### src/rtl/byte_serializer_pkg.sv
// Shared definitions for the byte serializer: FSM state encoding and default word width.
package byte_serializer_pkg;

  localparam int DEFAULT_WIDTH = 8;

  // Code 2'd3 is unused; the FSM treats it as illegal and returns to IDLE.
  typedef enum logic [1:0] {
    ST_IDLE  = 2'd0,
    ST_SHIFT = 2'd1,
    ST_DONE  = 2'd2
  } state_e;

endpackage

### src/rtl/piso_shift_reg.sv
// Parallel-in serial-out shift register: LOAD captures D, SHIFT moves toward bit 0 with zero fill.
module piso_shift_reg
  import byte_serializer_pkg::*;
#(
  parameter int WIDTH = DEFAULT_WIDTH
) (
  input  logic             CLK,
  input  logic             RSTn,
  input  logic             LOAD,
  input  logic             SHIFT,
  input  logic [WIDTH-1:0] D,
  output logic             Q0
);

  logic [WIDTH-1:0] shreg_q;
  logic [WIDTH-1:0] shreg_d;

  // LOAD wins over SHIFT.
  always_comb begin
    // NOTE: the hold value is assigned first so every path writes shreg_d and no latch is inferred.
    shreg_d = shreg_q;
    if (LOAD) begin
      shreg_d = D;
    end else if (SHIFT) begin
      shreg_d = {1'b0, shreg_q[WIDTH-1:1]};
    end
  end

  always_ff @(posedge CLK or negedge RSTn) begin
    // NOTE: state is updated with non-blocking assignments so every flop samples pre-edge values.
    if (!RSTn) begin
      shreg_q <= '0;
    end else begin
      shreg_q <= shreg_d;
    end
  end

  assign Q0 = shreg_q[0];

endmodule

### src/rtl/byte_serializer.sv
// Captures a parallel word on START and streams it LSB first over a valid/ready bit link.
module byte_serializer
  import byte_serializer_pkg::*;
#(
  parameter int WIDTH = DEFAULT_WIDTH
) (
  input  logic             CLK,
  input  logic             RSTn,
  input  logic [WIDTH-1:0] DATA_IN,
  input  logic             START,
  output logic             BUSY,
  output logic             SOUT,
  output logic             SVALID,
  input  logic             SREADY,
  output logic             DONE
);

  localparam int                CNT_W    = $clog2(WIDTH);
  localparam logic [CNT_W-1:0]  CNT_LAST = CNT_W'(WIDTH - 1);

  state_e           state_q, state_d;
  logic [CNT_W-1:0] cnt_q, cnt_d;
  logic             busy_q, busy_d;
  logic             svalid_q, svalid_d;
  logic             done_q, done_d;
  logic             load;
  logic             shift;

  always_comb begin
    state_d  = state_q;
    cnt_d    = cnt_q;
    busy_d   = busy_q;
    svalid_d = svalid_q;
    done_d   = done_q;
    load     = 1'b0;
    shift    = 1'b0;

    unique case (state_q)
      ST_IDLE: begin
        if (START) begin
          load     = 1'b1;
          cnt_d    = '0;
          busy_d   = 1'b1;
          svalid_d = 1'b1;
          state_d  = ST_SHIFT;
        end
      end
      ST_SHIFT: begin
        // The last bit is not shifted out, so SOUT keeps it until the next capture.
        if (SREADY) begin
          if (cnt_q == CNT_LAST) begin
            svalid_d = 1'b0;
            done_d   = 1'b1;
            state_d  = ST_DONE;
          end else begin
            shift = 1'b1;
            cnt_d = cnt_q + 1'b1;
          end
        end
      end
      ST_DONE: begin
        done_d  = 1'b0;
        busy_d  = 1'b0;
        state_d = ST_IDLE;
      end
      default: begin
        cnt_d    = '0;
        busy_d   = 1'b0;
        svalid_d = 1'b0;
        done_d   = 1'b0;
        state_d  = ST_IDLE;
      end
    endcase
  end

  always_ff @(posedge CLK or negedge RSTn) begin
    if (!RSTn) begin
      state_q  <= ST_IDLE;
      cnt_q    <= '0;
      busy_q   <= 1'b0;
      svalid_q <= 1'b0;
      done_q   <= 1'b0;
    end else begin
      state_q  <= state_d;
      cnt_q    <= cnt_d;
      busy_q   <= busy_d;
      svalid_q <= svalid_d;
      done_q   <= done_d;
    end
  end

  piso_shift_reg #(
    .WIDTH(WIDTH)
  ) u_piso (
    .CLK  (CLK),
    .RSTn (RSTn),
    .LOAD (load),
    .SHIFT(shift),
    .D    (DATA_IN),
    .Q0   (SOUT)
  );

  assign BUSY   = busy_q;
  assign SVALID = svalid_q;
  assign DONE   = done_q;

endmodule

### config.mk
export PLATFORM = sky130hd
export DESIGN_NAME = byte_serializer
export DESIGN_NICKNAME = d
export VERILOG_FILES = /design/src/rtl/byte_serializer_pkg.sv /design/src/rtl/piso_shift_reg.sv /design/src/rtl/byte_serializer.sv
export SDC_FILE = /design/constraint.sdc
export NUM_CORES = 1
export LEC_CHECK = 0
export CORE_MARGIN = 2
export CORE_UTILIZATION = 48
export DETAILED_ROUTE_END_ITERATION = 12
export PLACE_DENSITY = 0.83
export SLEW_MARGIN = 20
export SYNTH_ARGS = -nofsm -noshare
export SYNTH_HDL_FRONTEND = slang
export SYNTH_SLANG_ARGS = --single-unit
### constraint.sdc
create_clock -name CLK -period 3.3 [get_ports CLK]
set_input_delay 0.99 -clock CLK [delete_from_list [all_inputs] [get_ports CLK]]
set_output_delay 0.99 -clock CLK [all_outputs]
set_load 0.03 [all_outputs]
[Word-level counts from Yosys, hierarchy flattened]
Cells that the tools add are included.
Storage, ports and cells
  register bits: 16
  bits of input ports: 12
  output and inout port bits: 4
  logic and storage cells: 47
Cells by class
  add/sub/neg operators: 1
  eq/ne operators: 7
  mux-type cells: 23
  bitwise logic cells: 3
  reductions and logical operators: 7
Operators with widths (number)
  $mux 8: 2
  $mux 1: 10
  $mux 3: 3
  $pmux 3 s3: 1
  $ne 2x2->1 const B: 4
  $reduce_and 4->1: 2
  $mux 2: 3
  $reduce_and 3->1: 2
  $pmux 1 s2: 2
  $pmux 2 s2: 1
  $add 3x1->3 const B: 1
  $eq 3x3->1 const B: 1
  $not 1->1: 3
  $pmux 1 s3: 1
  $eq 2x1->1 const B: 1
  $eq 2x2->1 const B: 1
  $logic_not 2->1: 1
  $reduce_and 2->1: 1
  $reduce_bool 2->1: 1

[Longest topological paths before layout]
Gate-level depths: netlist of run 1.
  depth in word-level cells: 6
  gate-level depth with buffers: 5
  gate-level depth less buffers: 5

[Modules after synthesis]
A second synthesis of run 1 with hierarchy kept.
Unflattened totals
  cells, all modules: 72
  area, all modules: 783.3 µm²
Modules (own cells, without submodules)
  byte_serializer: times used 1, cells an instance 38, area each 414.1 µm², sequential area each 200.2 µm²
  piso_shift_reg: times used 1, cells an instance 34, area each 369.1 µm², sequential area each 200.2 µm²

[Worst setup path before layout of run 1]
No wires, ideal clock.
  path type: input -> register
  start point: input START
  end point: register u_piso.shreg_q[0]
  library setup time: 0.125 ns
  data arrival time: 1.935 ns
  required time: 3.175 ns
  setup slack: 1.240 ns
  stages on the path: 3
  buffers on the path: 0
  cells stage by stage: nor3b_4 -> mux2_2 -> mux2_2
Between the ends
  cells in the longest elaborated chain, start to end: 3
  elaborated cells on any way between the ends: 4
  those cells by class: mux: 3; reduce/logical: 1
RTL lines
  start, declared: RTL line byte_serializer.sv:10  | input logic START,
  $mux 1 *: RTL line byte_serializer.sv:40  | if (START) begin
  $mux 1 *: RTL line byte_serializer.sv:38  | unique case (state_q)
  $mux 8 or $reduce_bool 2->1 (tied branches)
  end signal, assigned: RTL line piso_shift_reg.sv:34  | shreg_q <= shreg_d;
  end, declared: RTL line piso_shift_reg.sv:15  | logic [WIDTH-1:0] shreg_q;
Mark *: on every way between the ends. The rest lies on a longest branch, timed or not.
A chain may end at the register's enable or synchronous reset.

[Final worst setup path of run 1]
  start point: input START
  end point: register u_piso.shreg_q[1]
Same word-level chain as after synthesis.

==> reports/results.tsv, run 1 <==
metric	value	unit
Synth Area in XOR/XNOR	0	%
number of synthesis warnings	0	
launching point of the worst reg2reg path	cnt_q[0]$_DFFE_PN0P_	
via count	547	
post-route ant nets	0	
R2R depth	5	
fin crit share	73.94	%
CTS root buf	clkbuf_4	
main combinational cell family by area after synthesis	multiplexers	
clk_lat worst skew	0.28	ns
hpwl dp	992.3	um
CTS HTree Levels	1	
Hold Path End	BUSY$_DFFE_PN0P_	
total grt overflow	0	
GPL Wtd Cong	0.6528	
most frequent CP cell	mux2_2	
hold_sp	BUSY$_DFFE_PN0P_	
# hold bufs at CTS	0	
post-DR vias/cell	5.698	
Layout area overhead	22.10	%
IO buf count	15	
largest net degree at the start of global routing	17	
crit-path max FO	9	
non-filler instance count after layout	96	
fin crit period	2.440	ns
Initial Util	51.79	%
Rows	14	
Min-Delay Path Depth	1	
delay of the slowest critical-path stage	0.52	ns
first-pass GRT wire length	2.249	mm
WL final	1.275	mm
ys flop type	dfrtp_1	
Die Wd	44.78	um
antenna violations before repair	0	
Die ar.	0.002005	mm2
# setup viols final	0	
CTS tree	built	
vias in the first global route	550	
syn nets	78	
Ports	16	
most frequent cell after synthesis	dfrtp_1	
Max VDD drop	0.5587	mV
synth cell count leaders	dfrtp_1 (16), mux2_2 (15), inv_1 (4), nand2_1 (4), nor2_1 (3)	
postcts setup bufs	0	
register area share after synthesis	50.16	%
Cells after Synth	64	
hold_ws	0.4822	ns
Clock transition at path regs	0.08	ns
Synth Area in Compound Gates	7.053	%
height of the die	44.78	um
Adder-Cell Fraction of Synth Area	3.135	%
fin util	63.23	%
Max Slew Vio Count	0	
clock buffer depth	2	
Post-route DRC	0	
Setup crit end kind	register	
CP bufs+invs	1	
layout cell share with drive strength beyond 1	26.25	%
Antenna Cells	0	
fraction of registers with async set/reset	100.0	%
kind of critical path	input pin to register	
Final nets	96	
clock sink count	16	
max cap viols	0	
critical path launch point type	input pin	
cell taking the most area after synthesis	dfrtp_1	
cts repair resizes	0	
Post-Place Cells	93	
RR Endpoint	u_piso.shreg_q[6]$_DFFE_PN0P_	
1st-iter DRT viols	7	
RSZ-0062 raised after global routing	false	
proportion of synthesized area in mux cells	23.67	%
setup slack, reg-to-reg	1.37	ns
Slew headroom	53.85	%
CORE AREA	0.001541	mm2
drt first pass iters	2	
Synth Cell Area	798.3	um2
CP max-delay cell	clkdlybuf4s50_1	
syn avg cell area	12.47	um2
CP arrival	2.61	ns
Total GRT Usage	16.05	%
Wirelength per Cell	13.28	um
Cell Pwr Density	838.5	mW/mm2
Synth area leaders	dfrtp_1 (50%), mux2_2 (21%), ha_1 (3.1%)	
Top delay family on crit path	multiplexers	
Lkg Pwr	0.4447	nW
Num CTS Buffers	3	
post-synthesis register bit count	16	
fmax	0.4098	GHz
total chip power	0.0008172	W
Post-Synth Simple-Gate Area	12.07	%
Synth cell types	22	
Setup TNS	0	ns
crit-path cells	clkdlybuf4s50_1 > nor3b_4 > mux2_2 > mux2_2	
status	complete, no violations	
clock skew	0.001613	ns
endpoints failing hold	0	
data required time at the worst endpoint	3.47	ns
Post-synth EDFFs	0	
Worst Max-Slew Pin Slew	0.6902	ns
Min-Delay Path Class	register to register	
share of the synthesized area in the top cell type	50.16	%
[per-stage QoR]
stage,setup slack (ns),area [um2]
finish,0.8598,974.7
global route,0.7872,974.7
CTS,0.8567,974.7
detailed placement,0.5530,952.2
global placement,0.5915,952.2
floorplan,1.240,798.3
[cells in the final DEF, fill, tap and decap left out, types with 2 or more instances in the layout]
master	count
nand2_1	4
dfrtp_1	16
nand2b_1	2
ha_1	2
nor2_1	3
mux2i_1	2
o21ai_0	2
clkdlybuf4s50_1	15
mux2_2	15
nor2b_1	2
inv_1	4
clkbuf_4	3
[worst reg2reg max path, stage by stage (launching register included)]
cell and delay, ns:
dfrtp_1 0.40, ha_1 0.20, ha_1 0.24, nand3b_1 0.19, a21oi_2 0.39, mux2_2 0.39
[per-layer routing]
metal | global-route usage [%] | vias up | routed length, um
li1 | - | 256 | -
met1 | 17.71 | 282 | 528
met2 | 26.96 | 9 | 672
met3 | 8.000 | 0 | 74
met4 | 5.294 | 0 | 0
met5 | 0 | - | 0
[cell families (layout without fill, tap and decap cells)]
group,count (synthesis),after routing
buf+inv,6,22
flops,16,16
mux,17,17
compound gates,7,7
simple gates,16,16
fa+ha+maj,2,2
[power by group]
group / total, W / leakage [nW] / internal [W] / switching, W
combinational: 0.000385 / 0.231 / 0.000213 / 0.000172
clock: 0.0000967 / 0.0138 / 0.0000423 / 0.0000543
sequential: 0.000336 / 0.200 / 0.000279 / 0.0000569
total: 0.000817 / 0.445 / 0.000534 / 0.000283
[cell type report]
class	instances	area (um2)
Fill cell	124	566.8
Sequential cell	16	400.4
Multi-Input combinational cell	42	366.6
Timing Repair Buffer	15	150.1
Clock buffer	3	22.52
Tap cell	16	20.02
Inverter	4	15.01
[registers in the layout (all words and copies together), names as in the netlist]
signal and cells:
u_piso.shreg_q 8, state_q 2, DONE 1, SVALID 1, BUSY 1, cnt_q 3
[how the worst max path moves through the flow]
stage | cells past startpoint | end | from | slack [ns]
finish | 4 | u_piso.shreg_q[1]$_DFFE_PN0P_ | START | 0.86
detailed placement | 4 | u_piso.shreg_q[1]$_DFFE_PN0P_ | START | 0.55
global route | 4 | u_piso.shreg_q[2]$_DFFE_PN0P_ | START | 0.79
floorplan | 3 | u_piso.shreg_q[0]$_DFFE_PN0P_ | START | 1.24
CTS | 4 | u_piso.shreg_q[1]$_DFFE_PN0P_ | START | 0.86
global placement | 4 | u_piso.shreg_q[3]$_DFFE_PN0P_ | START | 0.59
No activity file was read; power rests on OpenSTA's default activity.
==> run 2, diff against run 1 <==
==> constraint.sdc (replaced) <==
create_clock -name CLK -period 2.4 [get_ports CLK]
set_input_delay 0.72 -clock CLK [delete_from_list [all_inputs] [get_ports CLK]]
set_output_delay 0.72 -clock CLK [all_outputs]
set_load 0.03 [all_outputs]
==> run 2 against run 1 <==
  * Worst hold slack better by 0.0057 ns
  * Combinational power grew 47%
  * Sequential power up 38%
  * Clock skew is essentially flat
  * Via count increased by 0.37%
  * Global-route usage fell by 0.88 points
  * Sequential share of layout area fell by 2.3 points
  * Critical path depth decreased by 3
  * Highest routed layer is now met4
==> reports/results.tsv, run 2 (same netlist as run 1, synthesis figures left out) <==
metric	value	unit	change
post-route ant nets	0		unchanged
CP max-delay cell	clkdlybuf4s50_1		
fmax	0.4869	GHz	
Num CTS Buffers	3		unchanged
Most flops, register	u_piso.shreg_q		
worst setup path startpoint	SVALID$_DFFE_PN0P_		
CORE AREA	0.001541	mm2	unchanged
Die ar.	0.002005	mm2	unchanged
Clock transition at path regs	0.09	ns	about the same
cts repair resizes	0		unchanged
CTS tree	built		
vias in the first global route	528		-4.0%
Total GRT Usage	15.16	%	-0.88 points
Ports	16		unchanged
RSZ-0062 raised after global routing	false		
WL final	1.373	mm	+7.7%
Setup TNS	0	ns	unchanged
crit-path cells	clkdlybuf4s50_1		
fin crit period	2.054	ns	
Max VDD drop	0.6527	mV	+17%
Layout area overhead	29.47	%	
data required time at the worst endpoint	1.68	ns	-1.79 ns
drt first pass iters	4		+2
clock buffer depth	2		unchanged
post-DR vias/cell	5.330		-6.5%
Min-Delay Path Depth	1		unchanged
clk_lat worst skew	0.28	ns	about the same
launching point of the worst reg2reg path	cnt_q[0]$_DFFE_PN0P_		
Antenna Cells	0		unchanged
clock skew	0.001617	ns	+0.000003530 ns
Crit path depth	1		-3
IO buf count	15		unchanged
endpoints failing hold	0		unchanged
antenna violations before repair	0		unchanged
P_int	0.0007995	W	+50%
1st-iter DRT viols	4		-3
sw power	0.0004094	W	+45%
pre-CTS setup slack	0.09005	ns	-0.4630 ns
Comb pwr share	46.9	%	-0.2 points
clock sink count	16		unchanged
fin crit share	85.57	%	
Die Wd	44.78	um	unchanged
Final nets	102		+6.3%
max reg flops	8		unchanged
status	complete, no violations		
via count	549		+0.37%
Worst Max-Slew Pin Slew	0.3341	ns	-0.3561 ns
# hold bufs at CTS	0		unchanged
# setup viols final	0		unchanged
hpwl dp	1.030	mm	+3.7%
delay of the slowest critical-path stage	0.67	ns	+0.15 ns
switch share	33.86	%	-0.78 points
largest net degree at the start of global routing	17		unchanged
share of total power in sequential cells	38.5	%	-2.6 points
Wirelength per Cell	13.33	um	+0.37%
Cell Pwr Density	1170	mW/mm2	+40%
Clk pwr share	14.6	%	+2.8 points
leading cell type in the layout, fill and taps excluded	dfrtp_1		
CTS HTree Levels	1		unchanged
Initial Util	51.79	%	unchanged
kind of critical path	register to primary output		
CP bufs+invs	1		unchanged
Top delay family on crit path	buffers and inverters		
layout cell share with drive strength beyond 1	32.18	%	+5.9 points
Lkg Pwr	0.4814	nW	+8.2%
CP arrival	1.33	ns	-1.28 ns
postcts setup bufs	0		unchanged
CTS root buf	clkbuf_4		
critical path launch point type	register		
R2R depth	6		+1
GPL Wtd Cong	0.6874		+5.3%
hold_sp	BUSY$_DFFE_PN0P_		
biggest regs	u_piso.shreg_q: 8 flops, cnt_q: 3 flops, state_q: 2 flops		
most frequent cells in the layout	dfrtp_1 (16), mux2_2 (15), clkdlybuf4s50_1 (15), buf_4 (6)		
max cap viols	0		unchanged
Post-route DRC	0		unchanged
Setup crit end kind	primary output		
Max Slew Vio Count	0		unchanged
total grt overflow	0		unchanged
crit-path max FO	3		-6
Rows	14		unchanged
height of the die	44.78	um	unchanged
fin worst setup slack	0.3462	ns	-0.5136 ns
Min-Delay Path Class	register to register		
first-pass GRT wire length	2.194	mm	-2.4%
Slew headroom	77.73	%	+24 points
## run 2: cell count changes in the layout (fill, tap and decap cells not counted), sizes merged
cell    previous run  this run
buf                0         6
clkbuf             3         4
## run 2: metal layers
metal  track usage, %  routed length, um  share of wire (%)
met1            18.60                642                 47
met5                0                  0                  0
met2            25.22                683                 50
met3            2.400                 38                2.8
met4            8.824                  9               0.66
## run 2: metrics by stage
step           instance area, um2  utilization (%)  instances   power, W  hold slack, ns
2_1_floorplan               798.3                -         64  0.0008687          0.4244
3_3_place_gp                997.2            64.69         99   0.001012          0.4691
3_5_place_dp                997.2            64.69         99   0.001043          0.4738
4_1_cts                      1033            67.05        103   0.001226          0.4964
5_1_grt                      1033            67.05        103   0.001295          0.5136
6_report                     1033            67.05        103   0.001209          0.4879
## run 2: layout make-up
class,instances,area (um2)
fillers,119,508.0
flip-flops and latches,16,400.4
multi-input cells,42,366.6
repair buffers,21,195.2
clock buffers,4,36.28
well taps,16,20.02
inverters,4,15.01
## run 2: worst paths after layout
| check | end | slack, ns |
|---|---|---|
| worst min-delay path | BUSY$_DFFE_PN0P_ | 0.49 |
| worst min register to register | BUSY$_DFFE_PN0P_ | 0.49 |
| worst max register to register | u_piso.shreg_q[1]$_DFFE_PN0P_ | 0.60 |
| worst max-delay path | SVALID | 0.35 |
| min in group asynchronous | cnt_q[2]$_DFFE_PN0P_ | 0.74 |
| max in group asynchronous | u_piso.shreg_q[6]$_DFFE_PN0P_ | 1.48 |
## run 2: power by group through the flow
stage                     clock network (W)  logic, W  registers (W)
after floorplan                           0  0.000375       0.000493
after global placement                    0  0.000548       0.000464
final                              0.000177  0.000567       0.000465
after global routing               0.000194  0.000621       0.000479
after CTS                          0.000187  0.000574       0.000465
after detailed placement                  0  0.000572       0.000472
==> run 3, diff against run 2 <==
--- a/config.mk
+++ b/config.mk
@@ -5,7 +5,6 @@
 export SDC_FILE = /design/constraint.sdc
 export NUM_CORES = 1
 export LEC_CHECK = 0
-export CORE_MARGIN = 2
 export CORE_UTILIZATION = 48
 export DETAILED_ROUTE_END_ITERATION = 12
 export PLACE_DENSITY = 0.83
==> run 3 against run 2 <==
  * Non-clock buffer count stayed put
  * Combinational power decreased by 1%
  * Die area is 8.7% lower
  * Worst setup slack worse by 0.0096 ns
  * Core utilization is 0.77 points higher
  * Final cell count unchanged
  * Critical path depth stayed put
==> reports/results.tsv, run 3 (same netlist as run 1, synthesis figures left out) <==
metric	value	unit	change
status	complete, no violations		
first-pass GRT wire length	2.270	mm	+3.5%
clock skew	0.0004575	ns	-0.001159 ns
RSZ-0062 raised after global routing	false		
Post-route DRC	0		unchanged
biggest regs	u_piso.shreg_q: 8 flops, cnt_q: 3 flops, state_q: 2 flops		
sw power	0.0004083	W	-0.26%
CTS root buf	clkbuf_4		
# hold bufs at CTS	0		unchanged
Total GRT Usage	16.83	%	+1.7 points
1st-iter DRT viols	4		unchanged
vias in the first global route	550		+4.2%
Reg area	400.4	um2	unchanged
# setup viols final	0		unchanged
multi-input logic area	366.6	um2	unchanged
hpwl dp	971.8	um	-5.6%
Ports	16		unchanged
Comb pwr share	46.4	%	-0.5 points
Clk pwr share	15.1	%	+0.5 points
most frequent cells in the layout	dfrtp_1 (16), mux2_2 (15), clkdlybuf4s50_1 (15), buf_4 (6)		
Antenna Cells	0		unchanged
via count	554		+0.91%
Top delay family on crit path	buffers and inverters		
Num CTS Buffers	3		unchanged
fin crit share	85.97	%	+0.40 points
WL final	1.328	mm	-3.3%
Die Wd	42.78	um	-4.5%
height of the die	42.78	um	-4.5%
Most flops, register	u_piso.shreg_q		
pre-CTS setup slack	0.1059	ns	+0.01585 ns
critical path launch point type	register		
IO buf count	15		unchanged
clock buffer depth	2		unchanged
crit-path max FO	3		unchanged
Rows	14		unchanged
leading cell type in the layout, fill and taps excluded	dfrtp_1		
Lkg Pwr	0.4814	nW	unchanged
CORE AREA	0.001524	mm2	-1.1%
CTS HTree Levels	1		unchanged
post-route ant nets	0		unchanged
postcts setup bufs	0		unchanged
drt first pass iters	4		unchanged
FILL cells	125		+5.0%
layout cell share with drive strength beyond 1	32.18	%	unchanged
CTS tree	built		
fmax	0.4847	GHz	-0.46%
Final nets	102		unchanged
CP arrival	1.34	ns	about the same
Min-Delay Path Class	register to register		
Initial Util	52.38	%	+0.60 points
Die ar.	0.001830	mm2	-8.7%
Max VDD drop	0.6706	mV	+2.7%
post-DR vias/cell	5.379		+0.91%
switch share	33.88	%	about the same
Worst Max-Slew Pin Slew	0.4220	ns	+0.08792 ns
kind of critical path	register to primary output		
CP bufs+invs	1		unchanged
clock sink count	16		unchanged
Setup crit end kind	primary output		
total grt overflow	0		unchanged
data required time at the worst endpoint	1.68	ns	about the same
fin util	67.82	%	+0.77 points
fin crit period	2.063	ns	+0.009562 ns
fin worst setup slack	0.3367	ns	-0.009562 ns
antenna violations before repair	0		unchanged
Wirelength per Cell	12.89	um	-3.3%
cts repair resizes	0		unchanged
Cell Pwr Density	1166	mW/mm2	-0.30%
Max Slew Vio Count	0		unchanged
clk_lat worst skew	0.29	ns	about the same
Setup TNS	0	ns	unchanged
delay of the slowest critical-path stage	0.67	ns	about the same
max reg flops	8		unchanged
P_int	0.0007969	W	-0.32%
share of total power in sequential cells	38.4	%	about the same
Clock transition at path regs	0.10	ns	about the same
crit-path cells	clkdlybuf4s50_1		
Layout area overhead	29.47	%	unchanged
GPL Wtd Cong	0.6831		-0.63%
max cap viols	0		unchanged
CP max-delay cell	clkdlybuf4s50_1		
Slew headroom	71.78	%	-5.9 points
largest net degree at the start of global routing	10		-7
endpoints failing hold	0		unchanged
==> run 3: cell counts in the layout (fill, tap and decap cells not counted) <==
No cell type changed its count.
==> run 3: cell type report <==
| class | instances | area share (%) |
|---|---|---|
| Clock buffer | 4 | 3.511 |
| Multi-Input combinational cell | 42 | 35.47 |
| Sequential cell | 16 | 38.74 |
| Inverter | 4 | 1.453 |
| Tap cell | 16 | 1.937 |
| Timing Repair Buffer | 21 | 18.89 |
==> run 3: worst paths after layout <==
path | slack [ns] | end | cells after the start | startpoint
max | 0.34 | SVALID | 1 | SVALID$_DFFE_PN0P_
min | 0.49 | BUSY$_DFFE_PN0P_ | 1 | BUSY$_DFFE_PN0P_
max reg2reg | 0.61 | u_piso.shreg_q[3]$_DFFE_PN0P_ | 6 | cnt_q[0]$_DFFE_PN0P_
min reg2reg | 0.49 | BUSY$_DFFE_PN0P_ | 1 | BUSY$_DFFE_PN0P_
max in group asynchronous | 1.21 | u_piso.shreg_q[6]$_DFFE_PN0P_ | 2 | RSTn
min in group asynchronous | 0.72 | cnt_q[2]$_DFFE_PN0P_ | 1 | RSTn
==> run 3: through the flow <==
stage	instance area [um2]	hold slack (ns)	total power, W	cells
floorplan	798.3	0.4244	0.0008687	64
global placement	997.2	0.4686	0.001013	99
detailed placement	997.2	0.4752	0.001032	99
CTS	1033	0.4986	0.001216	103
global route	1033	0.5187	0.001285	103
finish	1033	0.4896	0.001205	103
==> run 3: per-layer routing <==
layer	GRT usage, %	routed length (um)	vias to the layer above
met5	0	0	-
met4	7.500	20	0
met3	3.830	35	2
met2	26.06	627	9
met1	22.38	644	277
li1	-	-	266
==> run 3: power by group through the flow <==
stage,Combinational [W],Sequential (W),Clock [W]
floorplan,0.000375,0.000493,0
global placement,0.000549,0.000464,0
detailed placement,0.000561,0.000471,0
CTS,0.000563,0.000466,0.000187
global route,0.000610,0.000481,0.000194
finish,0.000559,0.000463,0.000183
